File: config.mk
export PLATFORM = sky130hd
export DESIGN_NAME = mig7_traffic_gen
export DESIGN_NICKNAME = d
export VERILOG_FILES = /design/src/rtl/mig7_traffic_gen.sv
export SDC_FILE = /design/constraint.sdc
export NUM_CORES = 1
export LEC_CHECK = 0
export ABC_AREA = 1
export CAP_MARGIN = 20
export CORE_MARGIN = 4
export CORE_UTILIZATION = 51
export CTS_CLUSTER_DIAMETER = 80
export DETAILED_ROUTE_END_ITERATION = 6
export GPL_TIMING_DRIVEN = 0
export HOLD_SLACK_MARGIN = 0.05
export PLACE_DENSITY = 0.86
export SLEW_MARGIN = 20
export SYNTH_ARGS = -nofsm -noshare
export SYNTH_HDL_FRONTEND = slang
export SYNTH_SLANG_ARGS = --single-unit
export TNS_END_PERCENT = 10
File: constraint.sdc
create_clock -name clk -period 4.27 [get_ports clk]
set_input_delay 1.0675 -clock clk [delete_from_list [all_inputs] [get_ports clk]]
set_output_delay 1.0675 -clock clk [all_outputs]
set_load 0.005 [all_outputs]
File: src/rtl/mig7_traffic_gen.sv
// LFSR-pattern traffic generator for the MIG7 app interface: writes num_beats beats,
// reads them back through a separate checker LFSR and records data mismatches.
module mig7_traffic_gen #(
  parameter int DWIDTH    = 128,
  parameter int AWIDTH    = 28,
  parameter int ADDR_STEP = 8,
  parameter int NBEATS_W  = 16
) (
  input  logic                  clk,
  input  logic                  rst,
  input  logic                  start,
  input  logic [1:0]            mode,
  input  logic [31:0]           seed,
  input  logic [AWIDTH-1:0]     base_addr,
  input  logic [NBEATS_W-1:0]   num_beats,
  output logic                  busy,
  output logic                  done,
  output logic [15:0]           err_cnt,
  output logic [AWIDTH-1:0]     first_err_addr,
  output logic                  err_flag,
  output logic [AWIDTH-1:0]     app_addr,
  output logic [2:0]            app_cmd,
  output logic                  app_en,
  output logic [DWIDTH-1:0]     app_wdf_data,
  output logic                  app_wdf_end,
  output logic [DWIDTH/8-1:0]   app_wdf_mask,
  output logic                  app_wdf_wren,
  output logic                  app_sr_req,
  output logic                  app_ref_req,
  output logic                  app_zq_req,
  input  logic [DWIDTH-1:0]     app_rd_data,
  input  logic                  app_rd_data_end,
  input  logic                  app_rd_data_valid,
  input  logic                  app_rdy,
  input  logic                  app_wdf_rdy,
  input  logic                  app_sr_active,
  input  logic                  app_ref_ack,
  input  logic                  app_zq_ack,
  input  logic                  init_calib_complete
);
  localparam int NW   = DWIDTH / 32;
  localparam int CW   = NBEATS_W + 1;
  localparam logic [31:0] POLY = 32'h8020_0003;
  localparam logic [AWIDTH-1:0] STEP = AWIDTH'(ADDR_STEP);
  localparam logic [5:0] MAX_OUTS = 6'd32;

  typedef enum logic [2:0] {IDLE, WAIT_CAL, WR, RD, DRAIN, DONE} state_t;

  typedef struct packed {
    logic [1:0]        mode;
    logic [31:0]       seed;
    logic [AWIDTH-1:0] base;
    logic [CW-1:0]     total;
  } cfg_t;

  // Galois form of x^32+x^22+x^2+x+1, shifting toward bit 0
  function automatic logic [31:0] lfsr_nxt(input logic [31:0] s);
    return s[0] ? ((s >> 1) ^ POLY) : (s >> 1);
  endfunction

  state_t            state;
  cfg_t              cfg;
  logic [31:0]       wr_lfsr, chk_lfsr, seed_eff;
  logic [CW-1:0]     cnt, rcv, cnt_inc, rcv_nxt;
  logic [5:0]        outs, outs_nxt;
  logic [AWIDTH-1:0] chk_addr;
  logic [NW-1:0][31:0] wr_pat, chk_pat;
  logic              cmd_acc, cmd_left, dat_left, beat_ok, rd_issue, rd_in, mism;
  logic              unused_ok;

  for (genvar g = 0; g < NW; g++) begin : g_rep
    assign wr_pat[g]  = wr_lfsr;
    assign chk_pat[g] = chk_lfsr;
  end

  assign seed_eff  = (seed == 32'd0) ? 32'd1 : seed;
  assign cmd_acc   = app_en & app_rdy;
  assign cmd_left  = app_en & ~app_rdy;
  assign dat_left  = app_wdf_wren & ~app_wdf_rdy;
  assign beat_ok   = (state == WR) & ~cmd_left & ~dat_left & (app_en | app_wdf_wren);
  assign rd_issue  = cmd_acc & (state == RD);
  assign rd_in     = app_rd_data_valid & ((state == RD) | (state == DRAIN));
  assign mism      = rd_in & (app_rd_data != chk_pat);
  assign cnt_inc   = cnt + CW'(1);
  assign rcv_nxt   = rcv + CW'(rd_in);
  assign outs_nxt  = outs + {5'd0, rd_issue} - {5'd0, rd_in};

  assign busy         = (state == WAIT_CAL) | (state == WR) | (state == RD) | (state == DRAIN);
  assign app_wdf_data = wr_pat;
  assign app_wdf_end  = app_wdf_wren;
  assign app_wdf_mask = '0;
  assign app_sr_req   = 1'b0;
  assign app_ref_req  = 1'b0;
  assign app_zq_req   = 1'b0;
  assign unused_ok    = &{1'b0, app_rd_data_end, app_sr_active, app_ref_ack, app_zq_ack};

  always_ff @(posedge clk) begin
    if (rst) begin
      state          <= IDLE;
      cfg            <= '0;
      wr_lfsr        <= '0;
      chk_lfsr       <= '0;
      cnt            <= '0;
      rcv            <= '0;
      outs           <= '0;
      chk_addr       <= '0;
      app_addr       <= '0;
      app_cmd        <= 3'b000;
      app_en         <= 1'b0;
      app_wdf_wren   <= 1'b0;
      done           <= 1'b0;
      err_cnt        <= '0;
      err_flag       <= 1'b0;
      first_err_addr <= '0;
    end else begin
      if (rd_in) begin
        chk_lfsr <= lfsr_nxt(chk_lfsr);
        rcv      <= rcv_nxt;
        chk_addr <= chk_addr + STEP;
        if (mism) begin
          if (err_cnt != 16'hFFFF) err_cnt <= err_cnt + 16'd1;
          if (!err_flag) begin
            err_flag       <= 1'b1;
            first_err_addr <= chk_addr;
          end
        end
      end
      outs <= outs_nxt;

      case (state)
        IDLE, DONE: begin
          if (start && mode != 2'd3) begin
            state          <= WAIT_CAL;
            done           <= 1'b0;
            cfg            <= '{mode: mode, seed: seed_eff, base: base_addr,
                                total: {(num_beats == '0), num_beats}};
            wr_lfsr        <= seed_eff;
            chk_lfsr       <= seed_eff;
            app_addr       <= base_addr;
            chk_addr       <= base_addr;
            cnt            <= '0;
            rcv            <= '0;
            outs           <= '0;
            err_cnt        <= '0;
            err_flag       <= 1'b0;
            first_err_addr <= '0;
          end
        end
        WAIT_CAL: begin
          if (init_calib_complete) begin
            app_en <= 1'b1;
            if (cfg.mode == 2'd1) begin
              state   <= RD;
              app_cmd <= 3'b001;
            end else begin
              state        <= WR;
              app_cmd      <= 3'b000;
              app_wdf_wren <= 1'b1;
            end
          end
        end
        WR: begin
          if (beat_ok) begin
            if (cnt_inc == cfg.total) begin
              cnt          <= '0;
              app_en       <= 1'b0;
              app_wdf_wren <= 1'b0;
              if (cfg.mode == 2'd2) begin
                // read-back pass restarts from the latched base and seed
                state    <= RD;
                app_cmd  <= 3'b001;
                app_addr <= cfg.base;
                wr_lfsr  <= cfg.seed;
                app_en   <= 1'b1;
              end else begin
                state <= DONE;
                done  <= 1'b1;
              end
            end else begin
              cnt          <= cnt_inc;
              app_addr     <= app_addr + STEP;
              wr_lfsr      <= lfsr_nxt(wr_lfsr);
              app_en       <= 1'b1;
              app_wdf_wren <= 1'b1;
            end
          end else begin
            app_en       <= cmd_left;
            app_wdf_wren <= dat_left;
          end
        end
        RD: begin
          if (cmd_acc) begin
            cnt      <= cnt_inc;
            app_addr <= app_addr + STEP;
          end
          if (cmd_acc && cnt_inc == cfg.total) begin
            state  <= DRAIN;
            app_en <= 1'b0;
          end else begin
            // stall issue while 32 reads are in flight
            app_en <= (outs_nxt < MAX_OUTS);
          end
        end
        DRAIN: begin
          if (rcv_nxt == cfg.total) begin
            state <= DONE;
            done  <= 1'b1;
          end
        end
        default: state <= IDLE;
      endcase
    end
  end
endmodule

# Yosys cells after proc, flatten, opt, wreduce, memory -nomap -nowiden
# Cells that the tools add are included.
[classes] addsub=7 order_cmp=1 eq_ne=23 n_mux=76 bitwise_logic=20 reduce_logical=20
[ops] cell="two-way mux 28 bit" n=13
[ops] cell="two-way mux 32 bit" n=10
[ops] cell="inequality test 128 bit" n=1
[ops] cell="two-way mux 17 bit" n=7
[ops] cell="one-hot mux 28 bit (3 select lines)" n=1
[ops] cell="two-way mux 16 bit" n=5
[ops] cell="one-hot mux 32 bit (2 select lines)" n=1
[ops] cell="adder 28 x 4 -> 28 bit (second input constant)" n=2
[ops] cell="one-hot mux 17 bit (3 select lines)" n=1
[ops] cell="equality test 17 bit" n=2
[ops] cell="two-way mux 3 bit" n=11
[ops] cell="zero test 32 bit" n=1
[ops] cell="two-way mux 1 bit" n=20
[ops] cell="adder 17 x 1 -> 17 bit" n=1
[ops] cell="adder 17 x 1 -> 17 bit (second input constant)" n=1
[ops] cell="adder 16 x 1 -> 16 bit (second input constant)" n=1
[ops] cell="zero test 16 bit" n=1
[ops] cell="inequality test 16 bit (second input constant)" n=1
[ops] cell="one-hot mux 3 bit (5 select lines)" n=1
[ops] cell="inequality test 2 bit (second input constant)" n=7
[ops] cell="two-way mux 6 bit" n=2
[ops] cell="AND reduction 6 bit" n=2
[ops] cell="AND reduction 5 bit" n=2
[ops] cell="bitwise AND 1 bit" n=9
[ops] cell="24 further kinds" n=44
[totals] regBits=293 input_bits=217

# Logic depth before layout (Yosys ltp)
[logic_depth] word_depth=8 depth_mapped=27

# Least setup slack after synthesis
# Ideal clock, no wire load.
[synth_timing] path_kind="input -> register" start="input port app_rd_data_valid" end="register state[0]" setup_ps=113 t_arrival_ps=3548 required_time_ps=4157 path_slack_ps=609 stages=20 path_buffers=2 path_cell_list="nand2_1 > inv_2 > clkbuf_1 > clkbuf_1 > ha_1 > nand3_1 > nor2_1 > nand3_1 > nor2_1 > inv_1 > nand2_1 > nand2_1 > nand2_1 > nand3_1 > nor2_1 > nand2_1 > nand2_1 > nand3_2 > nor2_1 > nor2_1"
[synth_via] elab_chain_cells=5
[synth_lines] element="start, declared" line_no="33" source="input logic app_rd_data_valid,"
[synth_lines] element="bitwise AND 1 bit" line_no="82" source="assign rd_in = app_rd_data_valid & ((state == RD) | (state == DRAIN));"
[synth_lines] element="adder 17 x 1 -> 17 bit" line_no="85" source="assign rcv_nxt = rcv + CW'(rd_in);"
[synth_lines] element="equality test 17 bit" line_no="205" source="if (rcv_nxt == cfg.total) begin"
[synth_lines] element="inequality test 2 x 1 -> 1 bit (no source line)"
[synth_lines] element="AND reduction 6 bit (no source line)"
[synth_lines] element="end signal, assigned" line_no="99" source="state <= IDLE;"
[synth_lines] element="end signal, assigned" line_no="206" source="state <= DONE;"
[synth_lines] element="end signal, assigned" line_no="210" source="default: state <= IDLE;"
[synth_lines] element="end, declared" line_no="61" source="state_t state;"
# No other way between the ends.
# A chain may end at the register's enable or synchronous reset.

# Worst setup path after layout
[layout_timing] start="input port app_rd_data_valid" end="register state[1]"
# Same word-level chain as after synthesis.

==> flow_summary.toml <==
[status]
outcome = "completed"

[clocking]
cts_root_buf = "clkbuf_16"
clk_pin_slew_ps = 70
tritoncts = "built"
cts_buffers = 30
clkLatencyLatePin_ps = 590
h-tree-depth = 1
hold_buffers = 0
clkSinkCount = 291
clockBufferDepth = 3

[floorplanning]
die_x_um = 195
initial_core_util_pct = 51.8
die-area_sq_um = 38100
io_pins = 445
num_rows = 68
die_height_um = 195
core-area_sq_um = 34500

[routing]
wire_per_inst_um = 19.3
vias = 20200
drc = 0
dr.pass1.iters = 7
drtIter0Drc = 2272
wl_um = 71500
ant_nets = 0
drt-vias-per-instance = 5.45

[logic_synthesis]
synthAdderAreaFrac_pct = 0.952
synth_seq_cells = 291
syn_area_sq_um = 17900
synth-simple-area-share_pct = 32.2
syn_inst = 2769
syn_area_per_cell_sq_um = 6.46
synth_edf_count = 0
muxShareOfSynthArea_pct = 0
yosys_warnings = 0
ys_dominant_reg_cell = "dfxtp_1"
synth_top_family_by_area = "simple AND/OR/NAND/NOR gates"
ys_types = 51
yosysSeqAreaShare_pct = 32.6
synth_compound_area_share_pct = 12.3
async_reset_ff_share_pct = 0
synthXorXnorAreaFrac_pct = 7.55

[pwr]
p_leak_uw = 0.0101
peakVddDrop_mv = 0.369
p_per_area_nw_per_um2 = 547

[layout]
nets = 3468
num_antenna_cells = 0
layout-drive-gt1-share_pct = 8.53
register_area_sq_um = 5830
multi_input_area_sq_um = 9560
area_growth_pct = 33.1
finalNonFillerCells = 3715
fillers = 2994

[global_route]
grt_first_pass_wirelength_um = 108000
antenna_found_initial = 0
grt_pass1_vias = 19200
track_usage_pct = 35.3
grt_max_degree = 17
grt_overflow_total = 0

[worst_setup_path]
crit_fanout = 16
endpoint_kind = "register"
worstPathArrival_ps = 4550
cp.required_ps = 4800
startpoint_type = "primary input"
crit_type = "in -> reg"
r2r_setup_slack_ps = 380

[sta]
slew_viol_final = 0
period_share_pct = 94.3
fin_crit_ps = 4030
whs_ps = 458
worst_slew_pin_slew_ps = 907
fin_ws_ps = 245
tns_ps = 0
fin_skew_ps = 39.7
slew_headroom_pct = 39.5
setup_violations = 0
hold_viol = 0
grt_setup_unrepaired = "false"
max_freq_mhz = 248

[placed_design]
io_buffers = 418
place_ws_ps = -1180
gp_congestion = 0.993
dp_hpwl_um = 57200
placed_cells = 3662

[job]
cap_violations = 0

[worst_hold_path]
hp-class = "reg -> reg"
[cell usage in the layout (no fill, tap or decap), types with 44 or more instances in the layout]
cell type / netlist / routed
buf_4: 119 / 119
clkbuf_1: 77 / 77
dfxtp_1: 291 / 291
nor3_1: 44 / 44
nor2_1: 322 / 320
o22ai_1: 52 / 52
nand2_1: 698 / 697
clkdlybuf4s50_1: 0 / 418
xnor2_1: 89 / 89
o21ai_0: 220 / 220
inv_1: 289 / 289
xor2_1: 60 / 60
a21oi_1: 86 / 86
nand3_1: 172 / 172
[final cells by class]
cell class,count,area share (%)
timing repair buffer,418,17.6
clock inverter,15,0.936
multi-input combinational,1950,40.2
inverter,301,4.76
tap,455,2.39
sequential,291,24.5
clock buffer,39,3.59
buffer,246,6.08
[per-stage QoR]
| step | area, sq um | utilization [%] | power, uW |
|---|---|---|---|
| 2_1_floorplan | 18000 | - | 7340 |
| 3_3_place_gp | 22700 | 65.7 | 9910 |
| 3_5_place_dp | 22700 | 65.7 | 10100 |
| 4_1_cts | 23800 | 68.9 | 12900 |
| 5_1_grt | 23800 | 68.9 | 13700 |
| 6_report | 23800 | 68.9 | 13000 |
[Yosys cell counts, types with 4 or more instances]
cell type / instances / area share [%]
a21oi_1: 86 / 2.4
buf_1: 7 / 0.15
nand2_2: 4 / 0.14
nor3_1: 44 / 1.2
inv_2: 10 / 0.21
nand4_1: 41 / 1.4
nor3b_1: 4 / 0.17
nor4_1: 18 / 0.63
dfxtp_1: 291 / 33
o21ai_0: 220 / 6.2
or2_2: 23 / 0.80
nor2_2: 7 / 0.24
nor2_4: 4 / 0.25
o211ai_1: 15 / 0.63
o22ai_1: 52 / 1.8
o21ai_1: 17 / 0.48
xnor2_1: 89 / 4.4
buf_2: 39 / 1.1
nor2_1: 322 / 6.8
inv_1: 289 / 6.1
xor2_1: 60 / 2.9
nand3_1: 172 / 4.8
ha_1: 12 / 0.84
nand2_1: 698 / 15
nand3b_1: 9 / 0.38
buf_4: 119 / 5.0
clkbuf_1: 77 / 1.6
[kinds of logic after synthesis]
logic type	Yosys count
compound gates	406
xor+xnor	151
other cells	1
flops	291
fa+ha+maj	13
simple gates	1359
buf+inv	548
[power by group]
part	internal [uW]	switching [uW]	total, uW
combinational	2810	3430	6240
sequential	3290	607	3900
clock	1710	1170	2880
[what timing repair did]
| action | in CTS | in global routing |
|---|---|---|
| endpoints found under the setup margin | 7 | 5 |
| gates resized for setup | 1 | 6 |
| buffers inserted | 0 | 0 |
[layer usage]
metal / wire, um / part of all wire, % / vias to the layer above / global-route usage [%]
met4: 4050 / 5.7 / 0 / 16.5
met1: 27700 / 39 / 9155 / 44.8
met2: 33400 / 47 / 1218 / 60.1
met5: 0 / 0 / - / 0
met3: 6410 / 9.0 / 221 / 4.31
li1: - / - / 9644 / -
[worst paths after layout]
path,start,end,cells past startpoint
worst min register to register,chk_addr[2]$_SDFFE_PP0P_,first_err_addr[2]$_SDFF_PP0_,2
worst max-delay path,app_rd_data_valid,state[1]$_SDFFE_PP0P_,21
worst min-delay path,chk_addr[2]$_SDFFE_PP0P_,first_err_addr[2]$_SDFF_PP0_,2
worst max register to register,state[1]$_SDFFE_PP0P_,state[1]$_SDFFE_PP0P_,24
[sequential cells by signal (all words and copies together), names as in the netlist, 3 cells and up]
register        flops
cfg                79
chk_lfsr           32
wr_lfsr            32
app_addr           28
chk_addr           28
first_err_addr     28
cnt                17
rcv                17
err_cnt            16
outs                6
state               3
[worst max-delay path: stages]
cell	delay, ps
clkdlybuf4s50_1	560
nand2_2	190
inv_4	200
clkbuf_4	300
ha_1	220
nand3_1	220
nor2_2	260
nand3_1	180
nor2_1	240
inv_1	90
nand2_1	90
nand2_1	50
nand2_1	50
nand3_1	80
nor2_1	100
nand2_1	110
nand2_1	150
nand3_2	140
nand2_1	80
nand2_1	50
nor2_1	100
No activity file was read; power rests on OpenSTA's default activity.
